$ cat src/rtl/mem_port_arbiter.sv
// Round-robin arbiter for the shared IFU/LSU RAM port; gnt is combinational, responses return one cycle later.
// Backpressure: a requester that is not granted holds req and its request fields until gnt.
module mem_port_arbiter #(
    parameter int AddrWidth = 32,
    parameter int DataWidth = 32,
    parameter int WordSize  = 4
) (
    input  logic                 clk,
    input  logic                 rst,
    input  logic                 ifu_req,
    input  logic [AddrWidth-1:0] ifu_addr,
    input  logic                 ifu_flush,
    output logic                 ifu_gnt,
    output logic                 ifu_rvalid,
    output logic [DataWidth-1:0] ifu_rdata,
    input  logic                 lsu_req,
    input  logic                 lsu_we,
    input  logic [1:0]           lsu_size,
    input  logic [AddrWidth-1:0] lsu_addr,
    input  logic [DataWidth-1:0] lsu_wdata,
    input  logic [WordSize-1:0]  lsu_wstrb,
    output logic                 lsu_gnt,
    output logic                 lsu_rvalid,
    output logic [DataWidth-1:0] lsu_rdata,
    output logic                 lsu_err,
    output logic [AddrWidth-1:0] ram_address,
    output logic                 ram_read_enable,
    output logic [WordSize-1:0]  ram_write_strobe,
    output logic [DataWidth-1:0] ram_write_data,
    input  logic [DataWidth-1:0] ram_read_data
);

    localparam logic [AddrWidth-1:0] WordMask = {{(AddrWidth-2){1'b1}}, 2'b00};

    typedef enum logic [1:0] {
        LSU_NONE,
        LSU_LOAD,
        LSU_STORE,
        LSU_ERR
    } lsu_owner_t;

    lsu_owner_t lsu_owner, lsu_owner_nxt;
    logic       ifu_pend, ifu_pend_nxt;
    logic       prio, prio_nxt;
    logic       lsu_misal, lsu_ram_req, ifu_win, lsu_win;

    // Misaligned LSU requests are answered locally and never reach the RAM.
    assign lsu_misal   = lsu_req && (lsu_size[1] ? (lsu_addr[1:0] != 2'b00)
                                                 : (lsu_size[0] & lsu_addr[0]));
    assign lsu_ram_req = lsu_req && !lsu_misal;
    assign ifu_win     = ifu_req && (!lsu_ram_req || !prio);
    assign lsu_win     = lsu_ram_req && (!ifu_req || prio);

    always_comb begin
        ifu_gnt          = ifu_win;
        lsu_gnt          = lsu_win || lsu_misal;
        ram_address      = '0;
        ram_read_enable  = 1'b0;
        ram_write_strobe = '0;
        ram_write_data   = '0;
        prio_nxt         = prio;
        ifu_pend_nxt     = ifu_win && !ifu_flush;
        lsu_owner_nxt    = LSU_NONE;

        if (ifu_win) begin
            ram_address     = ifu_addr & WordMask;
            ram_read_enable = 1'b1;
            prio_nxt        = 1'b1;
        end else if (lsu_win) begin
            ram_address = lsu_addr & WordMask;
            prio_nxt    = 1'b0;
            if (lsu_we) begin
                ram_write_strobe = lsu_wstrb;
                ram_write_data   = lsu_wdata;
            end else begin
                ram_read_enable = 1'b1;
            end
        end

        if (lsu_misal) begin
            lsu_owner_nxt = LSU_ERR;
        end else if (lsu_win) begin
            lsu_owner_nxt = lsu_we ? LSU_STORE : LSU_LOAD;
        end
    end

    always_ff @(posedge clk or negedge rst) begin
        if (!rst) begin
            prio      <= 1'b1;
            ifu_pend  <= 1'b0;
            lsu_owner <= LSU_NONE;
        end else begin
            prio      <= prio_nxt;
            ifu_pend  <= ifu_pend_nxt;
            lsu_owner <= lsu_owner_nxt;
        end
    end

    // A flush in the response cycle still kills the fetch already in flight.
    always_comb begin
        ifu_rvalid = ifu_pend && !ifu_flush;
        ifu_rdata  = ifu_rvalid ? ram_read_data : '0;
        lsu_rvalid = (lsu_owner != LSU_NONE);
        lsu_err    = (lsu_owner == LSU_ERR);
        lsu_rdata  = (lsu_owner == LSU_LOAD) ? ram_read_data : '0;
    end

endmodule

$ cat config.mk
export PLATFORM = sky130hd
export DESIGN_NAME = mem_port_arbiter
export DESIGN_NICKNAME = d
export VERILOG_FILES = /design/src/rtl/mem_port_arbiter.sv
export SDC_FILE = /design/constraint.sdc
export NUM_CORES = 1
export LEC_CHECK = 0
export CELL_PAD_IN_SITES_DETAIL_PLACEMENT = 0
export CELL_PAD_IN_SITES_GLOBAL_PLACEMENT = 1
export CORE_MARGIN = 3
export CORE_UTILIZATION = 10
export DETAILED_ROUTE_END_ITERATION = 8
export PLACE_DENSITY = 0.94
export SETUP_SLACK_MARGIN = 0.2
export SYNTH_ARGS = -nofsm -noshare
export SYNTH_HDL_FRONTEND = slang
export SYNTH_SLANG_ARGS = --single-unit
$ cat constraint.sdc
create_clock -name clk -period 2.5 [get_ports clk]
set_input_delay 0.25 -clock clk [delete_from_list [all_inputs] [get_ports clk]]
set_output_delay 0.25 -clock clk [all_outputs]
set_load 0.01 [all_outputs]
* Word-level counts from Yosys, hierarchy flattened
Cells that the tools add are included.
Storage, ports and cells: register bits 4, input bits 140, output and inout port bits 138
Operators by class: equal/unequal tests 2, mux-type cells 19, bitwise gates (word level) 1, reductions and logical operators 17
Operators with widths (count):
- $mux W32 | 7
- $mux W4 | 3
- $logic_and A1 B1 Y1 | 6
- $mux W1 | 6
- $mux W2 | 3
- $reduce_bool A2 Y1 | 3
- $logic_not A1 Y1 | 5
- $logic_or A1 B1 Y1 | 3
- $eq A2 B1 Y1 const B | 1
- $eq A2 B2 Y1 const B | 1
- $and A1 B1 Y1 | 1

* Depth between registers and ports, before layout
Gate-level depths: netlist (run 1).
depth in word-level cells 9, depth in mapped cells 5, depth with buffers taken out 3

* Worst setup path before layout (run 1)
No wires, ideal clock.
path kind register to output, start register prio, end output port ram_write_data[12], arrival 1268 ps, required time 2250 ps, slack 982 ps, cell stages (with the launch flop) 6, buffers on the path 2, cells stage by stage dfstp_2 -> nand2b_1 -> and3_4 -> buf_6 -> buf_6 -> and3_1
On the way: cells in the longest elaborated chain, start to end 4
RTL lines:
- start, declared | RTL line 44 | logic prio, prio_nxt;
- start signal, assigned | RTL line 93 | prio <= prio_nxt;
- $logic_or A1 B1 Y1 / $logic_not A1 Y1 (equally long branches) | RTL line 52, 51
- $logic_and A1 B1 Y1 / $logic_or A1 B1 Y1 (equally long branches) | RTL line 52, 51
- $mux W32 / $logic_and A1 B1 Y1 (equally long branches) | RTL line 69, 51
- $mux W32 * | RTL line 65 | if (ifu_win) begin
- end, declared | RTL line 29 | output logic [DataWidth-1:0] ram_write_data,
Every way passes the cells marked *; elsewhere a longest branch is shown, timed or not.

* Worst setup path after layout (run 1)
start input port lsu_req, end output port ram_address[16]
On the way: cells in the longest elaborated chain, start to end 7
RTL lines:
- start, declared | RTL line 16 | input logic lsu_req,
- $logic_and A1 B1 Y1 | RTL line 48 | assign lsu_misal = lsu_req && (lsu_size[1] ? (lsu_addr[1:0] != 2'b00)
- $logic_not A1 Y1 | RTL line 50 | assign lsu_ram_req = lsu_req && !lsu_misal;
- $logic_and A1 B1 Y1 * | RTL line 50
- $logic_not A1 Y1 | RTL line 51 | assign ifu_win = ifu_req && (!lsu_ram_req || !prio);
- $logic_or A1 B1 Y1 | RTL line 51
- $logic_and A1 B1 Y1 | RTL line 51
- $mux W32 * | RTL line 65
- end, declared | RTL line 26 | output logic [AddrWidth-1:0] ram_address,
Marked as above.

==> qor.yml, run 1 <==
die_h_um: 118.5
pin_count: 278
worstPathCellList: "clkdlybuf4s50_1 > a21boi_4 > and3_4 > buf_12 > buf_16 > a22o_1 > clkdlybuf4s50_1"
drcViolationCount: 0
die-area_um2: 14050
p_comb_share_pct: 69.2
r2r_setup_slack_ns: 1.19
utilization_pct: 37.39
power.switching_uw: 311.7
clkSinkCount: 4
pwr-share-clk_pct: 23.8
final.min_clock_period_ns: 2.385
grt_max_degree: 39
reg2reg_from: "prio$_DFFE_PN1P_"
antenna_found_initial: 0
outcome: "finished, final reports clean"
crit_top_cell: "clkdlybuf4s50_1"
crit_start: "lsu_req"
final.setup.tns_ns: 0
timing.fmax_ghz: 0.4192
gr-total-overflow: 0
slew_violations: 0
setup_viol: 0
peakVddDrop_mv: 0.1523
timing.rr.end: "ifu_pend$_DFF_PN0_"
cp.required_ns: 2.25
path_clk_slew_ns: 0.03
nNetsFinal: 599
grt_usage_pct: 11.84
avgSynthCellArea_um2: 7.035
grt_pass1_vias: 2532
crit_path_start_kind: "primary input"
dp_hpwl_mm: 7.787
layout-drive-gt1-share_pct: 7.424
cts_tree: "done"
rr_worst_depth: 4
path_depth: 7
cts_root_buffer: "clkbuf_16"
io_buffers: 273
end_kind: "output port"
rsz0062_at_grt: "yes"
swShare_pct: 28.80
synth_cells: 180
routed_wl_mm: 9.629
clk_latency_ns: 0.23
fin_ws_ns: 0.1147
crit_end: "ram_address[16]"
power_frac_seq_pct: 7.0
yosysWarnings: 0
maxCapViolations: 0
period_share_pct: 95.41
vias: 2458
syn-cell-area_um2: 1266
pwr_density_cell_nw_per_um2: 237.1
ys_seq_area_share_pct: 8.004
drt-initial-drc-count: 69
arrival_ns: 2.14
wl_met2_mm: 5.210
ys_ff_latch: 4
hold_viol: 0
placementRows: 40
crit_path_max_fanout: 14
via_per_inst: 3.927
hold_class: "in2async"
cts_inserted_buffers: 3
p_leak_uw: 0.002643
top_layer: "met4"
met1_length_mm: 3.078
firstDrtPassIters: 4
ant_nets: 0
die_width_um: 118.5
wl_met3_mm: 1.291
cp.buffers_inverters: 4
place_congestion: 0.7518
cpPeakStageDelay_ns: 0.54
initial_core_util_pct: 10.37
p_int_uw: 770.7
crit_family: "buffers and inverters"
path_class: "in2out"
n_antenna_cell: 0
cts_hold_buf: 0
worst_path_max_delay_cell: "clkdlybuf4s50_1"
total_power_uw: 1082
skew_ns: 0.002974
grt_pass1_wl_mm: 13.48
syn2layout_area_growth_pct: 260.6
ys_types: 27
cts_max_level: 1
dp_slack_ns: 0.01858
core_um2: 12210
clock_path_buffers: 2
wire_per_inst_um: 15.38
[area by class of cell]
cell class	instances	area, µm²
inverters	2	7.507
well taps	168	210.2
repair buffers	295	3114
fillers	1255	7646
flip-flops and latches	4	101.3
clock buffers	4	78.83
multi-input cells	153	1054
[logic make-up after synthesis]
logic type	Yosys count	synth area share [%]
buf+inv	24	10.67
simple gates	113	55.24
flops	4	8.004
other cells	1	0.2962
compound gates	38	25.79
[how the worst min path moves through the flow]
| stage | start | cells past startpoint | endpoint | slack [ns] |
|---|---|---|---|---|
| 2_1_floorplan | rst | 0 | ifu_pend$_DFF_PN0_ | -0.05 |
| 3_3_place_gp | rst | 1 | ifu_pend$_DFF_PN0_ | 0.46 |
| 3_5_place_dp | rst | 1 | ifu_pend$_DFF_PN0_ | 0.48 |
| 4_1_cts | rst | 1 | ifu_pend$_DFF_PN0_ | 0.24 |
| 5_1_grt | rst | 1 | ifu_pend$_DFF_PN0_ | 0.24 |
| 6_report | rst | 1 | ifu_pend$_DFF_PN0_ | 0.23 |
[cells in the final DEF (no fill, tap or decap), types with 3 or more instances in the layout]
| master | synthesis | final |
|---|---|---|
| dlymetal6s2s_1 | 0 | 45 |
| buf_12 | 0 | 4 |
| buf_4 | 2 | 15 |
| dfrtp_1 | 3 | 3 |
| a22o_1 | 30 | 30 |
| and3_1 | 36 | 36 |
| clkdlybuf4s50_1 | 0 | 212 |
| nand2_1 | 3 | 3 |
| clkbuf_16 | 0 | 5 |
| and2_1 | 66 | 66 |
| dlygate4sd2_1 | 0 | 15 |
[routing by layer]
metal / up-vias / GRT usage, %
met5: - / 0
met4: 0 / 1.303
met3: 6 / 5.407
met2: 186 / 24.48
met1: 1078 / 10.57
li1: 1188 / -
[cell usage after synthesis]
cell | number | area share [%]
nand2b_1 | 1 | 0.49
buf_2 | 5 | 2.0
conb_1 | 1 | 0.30
o21ai_2 | 1 | 0.69
a21bo_2 | 1 | 0.79
a31oi_2 | 1 | 0.99
nand2_1 | 3 | 0.89
a22o_1 | 30 | 21
nand3_1 | 1 | 0.39
dfrtp_1 | 3 | 5.9
buf_6 | 4 | 3.6
o21ai_0 | 2 | 0.79
inv_1 | 2 | 0.59
a31o_2 | 1 | 0.69
nor2_1 | 1 | 0.30
clkbuf_1 | 10 | 3.0
dfstp_2 | 1 | 2.1
a21boi_1 | 1 | 0.59
buf_4 | 2 | 1.2
nor3_1 | 1 | 0.39
or2_2 | 1 | 0.49
a31oi_1 | 1 | 0.49
and3_1 | 36 | 18
and2_1 | 66 | 33
clkbuf_2 | 1 | 0.39
and3_4 | 1 | 0.89
nor2b_1 | 2 | 0.99
[sequential cells by signal, indices dropped and copies added, names as in the netlist]
| signal | cells |
|---|---|
| lsu_owner | 2 |
| prio | 1 |
| ifu_pend | 1 |
[per-stage QoR]
stage	hold WS, ns	std cells	area [µm²]
floorplan	-0.04559	181	1270
global placement	0.4629	608	4180
detailed placement	0.4759	608	4180
CTS	0.2364	616	4327
global route	0.2441	626	4566
finish	0.2268	626	4566
[power by group through the flow]
stage               Combinational (µW)  Clock (µW)  Sequential, µW
global placement                   708           0            76.5
global route                       800         267            77.0
floorplan                          233           0            75.7
detailed placement                 718           0            76.6
CTS                                734         263            76.1
finish                             749         258            75.9
[repair_timing]
item	in CTS	in global routing
resized for setup	18	47
setup endpoints to repair	66	52
cloned	2	2
hold endpoints to repair	0	0
pin swaps	0	1
setup buffers	2	8
Power figures use the tool's default switching activity.
==> run 2: changes to the inputs <==
--- a/config.mk
+++ b/config.mk
@@ -10,8 +10,9 @@
 export CORE_MARGIN = 3
 export CORE_UTILIZATION = 10
 export DETAILED_ROUTE_END_ITERATION = 8
+export GPL_ROUTABILITY_DRIVEN = 1
 export PLACE_DENSITY = 0.94
-export SETUP_SLACK_MARGIN = 0.2
+export SETUP_SLACK_MARGIN = 0.3
 export SYNTH_ARGS = -nofsm -noshare
 export SYNTH_HDL_FRONTEND = slang
 export SYNTH_SLANG_ARGS = --single-unit
==> run 2 against run 1 <==
Sequential power barely moved; core utilization fell by 0.35 points; count of clock-buffer cells in the layout did not move; critical path type unchanged; largest cell class unchanged; largest power group unchanged; highest routed layer unchanged.
==> qor.yml, run 2 (synthesized netlist as in run 1, its figures left out) <==
outcome: "finished, final reports clean"
top_regs: "lsu_owner: 2 flops, ifu_pend: 1 flops, prio: 1 flops"
cts_tree: "done"
maxCapViolations: 0  # unchanged
grt_pass1_vias: 2539  # +0.28%
final.setup.tns_ns: 0  # unchanged
fin_cells: 625  # -0.16%
path_class: "in2out"
gr-total-overflow: 0  # unchanged
hold_viol: 0  # unchanged
final_area_um2: 4523  # -0.93%
n_antenna_cell: 0  # unchanged
peakVddDrop_mv: 0.1535  # +0.81%
slew_violations: 0  # unchanged
period_share_pct: 94.27  # -1.1 points
drt-initial-drc-count: 55  # -20%
place_congestion: 0.7518  # unchanged
end_kind: "output port"
skew_ns: 0.003063  # +0.00008821 ns
die_h_um: 118.5  # unchanged
clk_latency_ns: 0.23  # about the same
final.min_clock_period_ns: 2.357  # -0.02863 ns
rsz0062_at_grt: "yes"
placed_cells: 608  # unchanged
clock_path_buffers: 2  # unchanged
syn2layout_area_growth_pct: 257.2
drcViolationCount: 0  # unchanged
arrival_ns: 2.11  # -0.03 ns
grt_pass1_wl_mm: 13.41  # -0.51%
regMostFlops: "lsu_owner"
crit_path_start_kind: "primary input"
wire_per_inst_um: 15.30  # -0.51%
total_power_uw: 1091  # +0.80%
cts_hold_buf: 0  # unchanged
crit_path_max_fanout: 16  # +2
core_um2: 12210  # unchanged
reg2reg_from: "prio$_DFFE_PN1P_"
layout_common_cells: "clkdlybuf4s50_1, and2_1, dlymetal6s2s_1"
io_buffers: 273  # unchanged
fillCellCount: 1269  # +1.1%
largest_register_ffs: 2  # unchanged
dp_hpwl_mm: 7.787  # unchanged
p_leak_uw: 0.002541  # -3.9%
antenna_found_initial: 0  # unchanged
cp.required_ns: 2.25  # about the same
clkSinkCount: 4  # unchanged
cts_max_level: 1  # unchanged
routed_wl_mm: 9.565  # -0.66%
grt_usage_pct: 11.77  # -0.070 points
holdWs_ns: 0.2267  # -0.00009200 ns
timing.fmax_ghz: 0.4243  # +1.2%
r2r_setup_slack_ns: 1.27  # +0.08 ns
vias: 2437  # -0.85%
placementRows: 40  # unchanged
via_per_inst: 3.899  # -0.70%
cts_root_buffer: "clkbuf_16"
initial_core_util_pct: 10.37  # unchanged
timing.rr.end: "ifu_pend$_DFF_PN0_"
die-area_um2: 14050  # unchanged
hold_class: "in2async"
pin_count: 278  # unchanged
final_common_cell: "clkdlybuf4s50_1"
path_clk_slew_ns: 0.03  # about the same
layout-drive-gt1-share_pct: 10.50  # +3.1 points
grt_max_degree: 39  # unchanged
setup_viol: 0  # unchanged
dpl_cell_area_um2: 4180  # unchanged
die_width_um: 118.5  # unchanged
nNetsFinal: 598  # -0.17%
rr_worst_depth: 4  # unchanged
pwr_density_cell_nw_per_um2: 241.2  # +1.8%
ant_nets: 0  # unchanged
firstDrtPassIters: 4  # unchanged
cts_inserted_buffers: 3  # unchanged
==> run 2: where the power goes <==
part	switching, µW	internal (µW)
clock	47.5	211
combinational	261	496
sequential	3.32	72.9
total	312	780
==> run 2: cell type report <==
type                    instances  area (µm²)  area share (%)
repair buffers                294        3072           67.91
multi-input cells             153        1054           23.29
well taps                     168       210.2           4.647
flip-flops and latches          4       101.3           2.241
clock buffers                   4       78.83           1.743
inverters                       2       7.507          0.1660
==> run 2: how the worst max path moves through the flow <==
stage,start,endpoint,slack [ns],cells after the start
final,lsu_size[0],ram_address[22],0.14,8
after global routing,lsu_size[0],ram_address[22],0.09,8
after CTS,lsu_size[1],ram_address[29],0.08,7
after detailed placement,lsu_req,ram_write_data[5],0.02,6
after global placement,lsu_req,ram_write_data[5],0.05,6
after floorplan,prio$_DFFE_PN1P_,ram_write_data[12],0.98,5
==> run 2: worst max-delay path, cell delays in order <==
cell and delay (ns):
clkdlybuf4s50_1 0.47, o21ai_2 0.07, buf_4 0.15, a31oi_4 0.17, buf_12 0.14, clkbuf_16 0.17, a22o_1 0.13, clkdlybuf4s50_1 0.54
==> run 2: stage by stage <==
step / utilization (%) / setup WS [ns]
2_1_floorplan: - / 0.9824
3_3_place_gp: 34.23 / 0.05458
3_5_place_dp: 34.23 / 0.01858
4_1_cts: 35.37 / 0.08438
5_1_grt: 37.04 / 0.08932
6_report: 37.04 / 0.1434
==> run 2: routing by layer <==
layer	part of all wire, %	vias to the layer above	GRT usage (%)	wire, µm
li1	-	1186	-	-
met1	32	1070	10.48	3062
met2	54	177	24.09	5206
met3	13	4	5.598	1269
met4	0.28	0	1.521	27
met5	0	-	0	0
==> run 2: repair_timing <==
item,4_1_cts,5_1_grt
setup buffers,2,6
gates resized for setup,21,74
pin swaps,2,2
setup endpoints to repair,66,65
cloned,2,3
==> run 3: changes to the inputs <==
--- a/config.mk
+++ b/config.mk
@@ -7,11 +7,12 @@
 export LEC_CHECK = 0
 export CELL_PAD_IN_SITES_DETAIL_PLACEMENT = 0
 export CELL_PAD_IN_SITES_GLOBAL_PLACEMENT = 1
+export CORE_ASPECT_RATIO = 0.7
 export CORE_MARGIN = 3
 export CORE_UTILIZATION = 10
 export DETAILED_ROUTE_END_ITERATION = 8
 export GPL_ROUTABILITY_DRIVEN = 1
-export PLACE_DENSITY = 0.94
+export PLACE_DENSITY = 0.93
 export SETUP_SLACK_MARGIN = 0.3
 export SYNTH_ARGS = -nofsm -noshare
 export SYNTH_HDL_FRONTEND = slang
==> constraint.sdc (replaced) <==
create_clock -name clk -period 2.3 [get_ports clk]
set_input_delay 0.23 -clock clk [delete_from_list [all_inputs] [get_ports clk]]
set_output_delay 0.23 -clock clk [all_outputs]
set_load 0.01 [all_outputs]
==> run 3 against run 2 <==
Non-clock buffer count increased by 9; register-to-register slack got worse by 0.13 ns; global-route usage increased by 0.60 points; sequential share of layout area increased by 0.11 points; setup slack improved by 0.19 ns; die area increased by 0.15%; highest routed layer unchanged.
==> qor.yml, run 3 (synthesized netlist as in run 1, its figures left out) <==
outcome: "finished, final reports clean"
arrival_ns: 1.74  # -0.37 ns
pin_count: 278  # unchanged
crit_top_cell: "buf_6"
vias: 2484  # +1.9%
fillCellCount: 1219  # -3.9%
wire_per_inst_um: 16.12  # +5.3%
rr_worst_depth: 4  # unchanged
final.min_clock_period_ns: 1.970
crit_path_start_kind: "register"
drcViolationCount: 0  # unchanged
cp.buffers_inverters: 5  # unchanged
path_clk_slew_ns: 0.03  # about the same
syn2layout_area_growth_pct: 240.7
ant_nets: 0  # unchanged
rsz0062_at_grt: "yes"
crit_path_max_fanout: 5  # -11
place_congestion: 0.8396  # +12%
skew_ns: 0.002325  # -0.0007375 ns
firstDrtPassIters: 4  # unchanged
gr-total-overflow: 0  # unchanged
hold_viol: 0  # unchanged
timing.fmax_ghz: 0.5076
cts_hold_buf: 0  # unchanged
slew_violations: 0  # unchanged
via_per_inst: 3.987  # +2.3%
die_width_um: 140.5  # +19%
clkSinkCount: 4  # unchanged
setup_viol: 0  # unchanged
cts_inserted_buffers: 3  # unchanged
placementRows: 33  # -18%
final_common_cell: "clkdlybuf4s50_1"
antenna_found_initial: 0  # unchanged
clock_path_buffers: 2  # unchanged
cts_tree: "done"
die-area_um2: 14070  # +0.15%
cp.required_ns: 2.07  # -0.18 ns
routed_wl_mm: 10.04  # +5.0%
initial_core_util_pct: 10.54  # +0.17 points
grt_max_degree: 34  # -13%
cts_max_level: 1  # unchanged
layout_common_cells: "clkdlybuf4s50_1, and2_1, buf_2"
peakVddDrop_mv: 0.1714  # +12%
largest_register_ffs: 2  # unchanged
hold_class: "in2async"
top_regs: "lsu_owner: 2 flops, ifu_pend: 1 flops, prio: 1 flops"
total_power_uw: 1169  # +7.1%
utilization_pct: 35.91  # -1.1 points
worst_path_max_delay_cell: "dfstp_2"
path_depth: 8  # unchanged
period_share_pct: 85.66
die_h_um: 100.1  # -16%
p_leak_uw: 0.002100  # -17%
nNetsFinal: 607  # +1.5%
grt_pass1_vias: 2557  # +0.71%
grt_pass1_wl_mm: 13.88  # +3.6%
drt-initial-drc-count: 88  # +60%
n_antenna_cell: 0  # unchanged
worstPathCellList: "nand2b_4 > and3_4 > buf_6 > buf_12 > buf_16 > buf_6 > a22o_1 > buf_2"
core_um2: 12020  # -1.6%
pwr_density_cell_nw_per_um2: 271.0  # +12%
end_kind: "output port"
grt_usage_pct: 12.36  # +0.60 points
cpPeakStageDelay_ns: 0.52  # -0.02 ns
path_class: "reg2out"
dp_hpwl_mm: 7.823  # +0.47%
io_buffers: 273  # unchanged
cts_root_buffer: "clkbuf_16"
clk_latency_ns: 0.22  # about the same
maxCapViolations: 0  # unchanged
layout-drive-gt1-share_pct: 22.75  # +12 points
crit_family: "buffers and inverters"
regMostFlops: "lsu_owner"
## run 3: path summary, 6_finish.rpt
kind	from	endpoint	slack (ns)
setup / recovery	prio$_DFFE_PN1P_	ram_address[9]	0.33
hold / removal	rst	lsu_owner[1]$_DFF_PN0_	0.21
setup reg to reg	prio$_DFFE_PN1P_	ifu_pend$_DFF_PN0_	1.14
hold reg to reg	prio$_DFFE_PN1P_	prio$_DFFE_PN1P_	0.49
max in group asynchronous	rst	prio$_DFFE_PN1P_	1.86
min in group clk	ifu_flush	ifu_pend$_DFF_PN0_	0.29
## run 3: repair_timing
action | in CTS | in global routing
setup endpoints to repair | 69 | 97
cloned | 4 | 4
pin swaps | 4 | 3
setup buffers | 11 | 0
gates resized for setup | 228 | 33
## run 3: stage by stage
step / worst slack, ns / setup TNS [ns] / std cells / hold slack (ns) / area (µm²)
after floorplan: 0.8024 / 0 / 181 / -0.06559 / 1270
after global placement: -0.06091 / -0.8897 / 600 / 0.4374 / 4194
after detailed placement: -0.1055 / -3.003 / 600 / 0.4423 / 4194
after CTS: 0.2451 / 0 / 619 / 0.2092 / 4279
after global routing: 0.2611 / 0 / 623 / 0.2267 / 4314
final: 0.3299 / 0 / 623 / 0.2062 / 4314
## run 3: layout make-up
class                   count  area (µm²)  share of cell area [%]
clock buffers               4       78.83                   1.827
inverters                   2       7.507                  0.1740
multi-input cells         153        1066                   24.71
flip-flops and latches      4       101.3                   2.349
well taps                 157       196.4                   4.553
repair buffers            303        2864                   66.39
## run 3: per-layer routing
metal  vias up  wire, µm  global-route usage [%]
met5         -         0                       0
met4         0       132                   3.202
met3         8       579                   1.571
met2       119      5273                   23.64
met1      1156      4055                   14.60
li1       1201         -                       -
## run 3: power breakdown
part / internal (µW) / switching [µW] / leakage (µW) / total [µW]
Combinational: 512 / 296 / 0.00201 / 808
Clock: 229 / 49.7 / 0.0000382 / 279
Sequential: 79.2 / 3.41 / 0.0000486 / 82.6
Total: 820 / 349 / 0.00210 / 1170
==> variant 1 (flow settings as in run 1) <==
Set the parameter `WordSize` to 8 (it was 4).
--- a/src/rtl/mem_port_arbiter.sv
+++ b/src/rtl/mem_port_arbiter.sv
@@ -4,5 +4,5 @@
     parameter int AddrWidth = 32,
     parameter int DataWidth = 32,
-    parameter int WordSize  = 4
+    parameter int WordSize  = 8
 ) (
     input  logic                 clk,
Ports: changed (resized lsu_wstrb and ram_write_strobe); port bits go from 278 to 286. No check against the original RTL was run, so the function may have changed too.
==> variant 1 against run 1 <==
  * Critical path depth unchanged
  * Final cell count increased by 1.8%
  * Worst hold slack improved by 14 ps
  * Worst setup slack gained 190 ps
  * Routed wire length down 2.6%
  * Power down 0.23%
  * Synthesized area is 4.8% higher
  * Critical endpoint is now lsu_gnt
  * Maximum frequency is 8.8% higher
  * Sequential cell count unchanged
  * Cell area rose by 1.2%
  * Global-route usage down 0.42 points
  * Clock skew is 2.2 ps lower
==> variant 1: results (changes against run 1) <==
[synthesis]
yosys.area.top_type=and2_1
ys_seq_area_frac=0.07634  ; -0.003696
synth_common_cells=and2_1 (66), and3_1 (41), a22o_1 (30)
postSynth.asyncResetShare=1.000  ; unchanged
yosys-top-cells-area=and2_1 (31%), a22o_1 (20%), and3_1 (19%), buf_6 (6.8%), dfrtp_1 (5.7%)
syn_avg_cell_area_sq_um=7.176  ; +2.0%
synth_ff_type=dfrtp_1
ys_warn_count=0  ; unchanged
ys_types=25  ; -7.4%

[outcome]
status=finished clean

[worst_setup_path]
critical_path.max_fanout=3  ; -11
critical_path_arrival_ps=1940  ; -200 ps
critPathSlowestCell=clkdlybuf4s50_1
cp_slowest_stage_delay_ps=550

[power]
ir_drop_mv=0.2357  ; +55%
leakagePower_nw=2.619  ; -0.90%

[clock_tree]
cts_buffers=3  ; unchanged
clockRootBuffer=clkbuf_16
clockBufferDepth=2  ; unchanged
clk_latency_ps=220
cts.clk_slew.worst_paths_ps=30  ; about the same
h-tree-depth=1  ; unchanged

[layout]
final_layout_size_suffix_gt1_frac=0.06022  ; -0.01402
nNetsFinal=610  ; +1.8%
n_antenna_cell=0  ; unchanged
instances_no_fill=637  ; +1.8%
reg.largest.list=lsu_owner (2), ifu_pend (1), prio (1)
fill_cells=1316  ; +4.9%

[drt]
wl_um=9376  ; -2.6%
drt_iter0_drc=86  ; +25%
via_count=2499  ; +1.7%
dr.pass1.iters=4  ; unchanged

[global_routing]
grt_pass1_vias=2599  ; +2.6%
antenna_found_initial=0  ; unchanged
grt_first_pass_wirelength_um=13460  ; -0.10%
grt_util_all_layers=0.1141  ; -0.004239
grt_max_degree=40  ; +2.6%

[worst_hold_path]
min_path_type=input pin to async pin

[place]
detailed_place_hpwl_um=7473  ; -4.0%
placedCellCount=624  ; +2.6%
place_congestion=0.7817  ; +4.0%
portBuffers=281  ; +2.9%
place_ws_ps=39.18  ; +20.60 ps

[sta]
finClkSkew_ps=0.7745  ; -2.200 ps

variant 1: power by group:
part	total, mW	internal, mW	switching (mW)
Sequential	0.0763	0.0729	0.00343
Clock	0.257	0.211	0.0462
Combinational	0.747	0.483	0.264
variant 1: cell type report:
class                   instances  share of cell area
well taps                     172             0.04659
multi-input cells             157              0.2351
repair buffers                298              0.6777
inverters                       2            0.001625
clock buffers                   4             0.01706
flip-flops and latches          4             0.02194
variant 1: logic make-up (layout without fill, tap and decap cells):
group           after synthesis  count (layout)  share of synthesized area
compound gates               38              38                     0.2545
other cells                   1               2                   0.002825
flops                         4               4                    0.07635
buf+inv                      25             304                     0.1244
simple gates                117             117                     0.5419
variant 1: per-layer routing:
layer	vias up	GRT usage	routed length [um]
met4	0	0.02171	72
li1	1206	-	-
met5	-	0	0
met2	175	0.2233	5037
met3	6	0.02844	1009
met1	1112	0.1233	3257
variant 1: worst paths after layout:
| check | endpoint | start | cells past startpoint | slack (ps) |
|---|---|---|---|---|
| hold / removal | lsu_owner[0]$_DFF_PN0_ | rst | 1 | 240 |
| min in group clk | prio$_DFFE_PN1P_ | prio$_DFFE_PN1P_ | 2 | 500 |
| setup reg to reg | ifu_pend$_DFF_PN0_ | prio$_DFFE_PN1P_ | 5 | 1180 |
| max in group asynchronous | prio$_DFFE_PN1P_ | rst | 1 | 2010 |
| hold reg to reg | prio$_DFFE_PN1P_ | prio$_DFFE_PN1P_ | 2 | 500 |
| setup / recovery | lsu_gnt | lsu_addr[0] | 7 | 310 |
variant 1: repair_timing:
item,4_1_cts,5_1_grt
resized for setup,42,39
hold buffers,0,0
cloned,3,1
hold endpoints to repair,0,0
pin swaps,1,2
buffers inserted,3,2
endpoints found under the setup margin,71,37
variant 1: through the flow:
stage          hold slack (ps)  utilization  cell area [sq um]
2_1_floorplan           -45.59            -               1331
3_3_place_gp             464.0       0.3353               4300
3_5_place_dp             474.4       0.3353               4300
4_1_cts                  239.3       0.3491               4477
5_1_grt                  246.1       0.3602               4619
6_report                 241.2       0.3602               4619
variant 1: worst max-delay path, delay by kind of cell:
kind	cells	cell delay, ps
buffers and inverters	4	1320
AO/OA/AOI/OAI	2	300
AND/OR/NAND/NOR	1	70
==> variant 2 (config.mk and constraints of run 1) <==
Without the edit above. Encoding of `lsu_owner_t`: now Gray code (2 bits for 4 values).
--- a/src/rtl/mem_port_arbiter.sv
+++ b/src/rtl/mem_port_arbiter.sv
@@ -34,8 +34,8 @@
 
     typedef enum logic [1:0] {
-        LSU_NONE,
-        LSU_LOAD,
-        LSU_STORE,
-        LSU_ERR
+        LSU_NONE  = 2'b00,
+        LSU_LOAD  = 2'b01,
+        LSU_STORE = 2'b11,
+        LSU_ERR   = 2'b10
     } lsu_owner_t;
 
Check against the original RTL: same outputs for any inputs over 10 cycles, from zero or initial values and one cycle with rst low; not proved beyond that.
==> variant 2 against run 1 <==
  * Synthesized area down 1.4%
  * Sequential cell count unchanged
  * Combinational power up 5.1%
  * Power up 4.4%
  * Core utilization down 2.2 points
  * Routed wire length down 11%
  * Final cell count down 2.6%
  * Worst setup slack better by 160 ps
  * Sequential share of layout area up 0.16 points
  * Via count down 3.7%
  * Non-clock buffer count down 11
  * Cell area down 6.5%
==> variant 2: results (changes against run 1) <==
[layout]
instances_no_fill=610  ; -2.6%
nNetsFinal=583  ; -2.7%
final_layout_size_suffix_gt1_frac=0.05204  ; -0.02220
n_antenna_cell=0  ; unchanged

[sta]
hold_ws_ps=252.3  ; +25.56 ps
finClkSkew_ps=1.756  ; -1.218 ps

[clock_tree]
cts.clk_slew.worst_paths_ps=30  ; about the same
h-tree-depth=1  ; unchanged
clockRootBuffer=clkbuf_16
clockBufferDepth=2  ; unchanged

[synthesis]
syn_inst=175  ; -2.8%
synth_ff_type=dfrtp_1
ys_types=23  ; -15%
yosys-top-cells-area=and2_1 (32%), a22o_1 (21%), and3_1 (18%), dfrtp_1 (6.0%), clkbuf_1 (3.6%)
synth_common_cells=and2_1 (64), and3_1 (36), a22o_1 (30)
ys_seq_area_frac=0.08116  ; +0.001123

[drt]
drt_iter0_drc=30  ; -57%
dr.pass1.iters=4  ; unchanged
drt-vias-per-instance=3.882  ; -1.1%
postRouteAntennaNets=0  ; unchanged
wire_per_inst_um=14.09  ; -8.4%

[place]
detailed_place_hpwl_um=7005  ; -10%
portBuffers=273  ; unchanged
placedCellCount=601  ; -1.2%
dpl_cell_area_sq_mm=0.004146  ; -0.81%
place_congestion=0.7510  ; -0.11%
place_ws_ps=-28.77  ; -47.34 ps

[global_routing]
grtUsageMet2=0.2106  ; -0.03420
grtUsageMet1=0.1120  ; +0.006328
antenna_found_initial=0  ; unchanged
grt_first_pass_wirelength_um=12430  ; -7.7%
grt_util_all_layers=0.1083  ; -0.01008
grtUsageMet3=0.03940  ; -0.01466
grt_pass1_vias=2361  ; -6.8%
grt_max_degree=39  ; unchanged

[worst_setup_path]
r2r_slack_ps=1160  ; -30 ps
critical_path.max_fanout=30  ; +16
r2r-end=lsu_owner[1]$_DFF_PN0_
r2r-start=prio$_DFFE_PN1P_
r2r_cells=5  ; +1
critical_path_arrival_ps=1970  ; -170 ps

[power]
leakagePower_nw=1.942  ; -27%
ir_drop_mv=0.2010  ; +32%

[run]
max_cap_viol_count=0  ; unchanged

[outcome]
status=finished clean

variant 2: cell families (layout without fill, tap and decap cells):
family	count (synthesis)	after routing	share of synthesized area
compound gates	39	39	0.2756
other cells	1	2	0.003003
flops	4	4	0.08116
simple gates	108	108	0.5421
buf+inv	23	289	0.09818
variant 2: area by class of cell:
cell class | instances | area (sq um)
Timing Repair Buffer | 284 | 2844
Multi-Input combinational cell | 149 | 1028
Inverter | 1 | 3.754
Clock buffer | 4 | 78.83
Fill cell | 1273 | 7845
Tap cell | 168 | 210.2
Sequential cell | 4 | 101.3
variant 2: worst max-delay path, cell delays in order:
cell and delay, ps:
clkdlybuf4s50_1 480, a21o_1 210, a31o_2 260, buf_12 190, clkdlybuf4s50_1 560
variant 2: worst max-delay path by stage:
stage | from | to | slack [ps] | cells past startpoint
floorplan | prio$_DFFE_PN1P_ | ram_write_data[23] | 960 | 5
global placement | lsu_size[1] | ram_address[17] | 0.8 | 6
detailed placement | lsu_size[1] | ram_write_data[25] | -30 | 6
CTS | lsu_size[1] | ram_read_enable | 240 | 6
global route | lsu_size[1] | ifu_gnt | 200 | 5
finish | lsu_size[1] | ifu_gnt | 280 | 5
variant 2: timing repair:
item / CTS / global route
buffers inserted: 2 / 0
resized for setup: 68 / 41
gates cloned: 1 / 2
setup endpoints to repair: 67 / 67
endpoints found under the hold margin: 0 / 0
pin swaps: 1 / 2
variant 2: report_power, final:
part | switching, mW | leakage (nW) | internal, mW
Clock | 0.0480 | 0.0382 | 0.211
Sequential | 0.00635 | 0.0491 | 0.0781
Combinational | 0.296 | 1.85 | 0.491
variant 2: metal layers:
layer / part of all wire / wire (um)
met2: 0.51 / 4391
met5: 0 / 0
met4: 0.015 / 133
met1: 0.36 / 3135
met3: 0.11 / 937
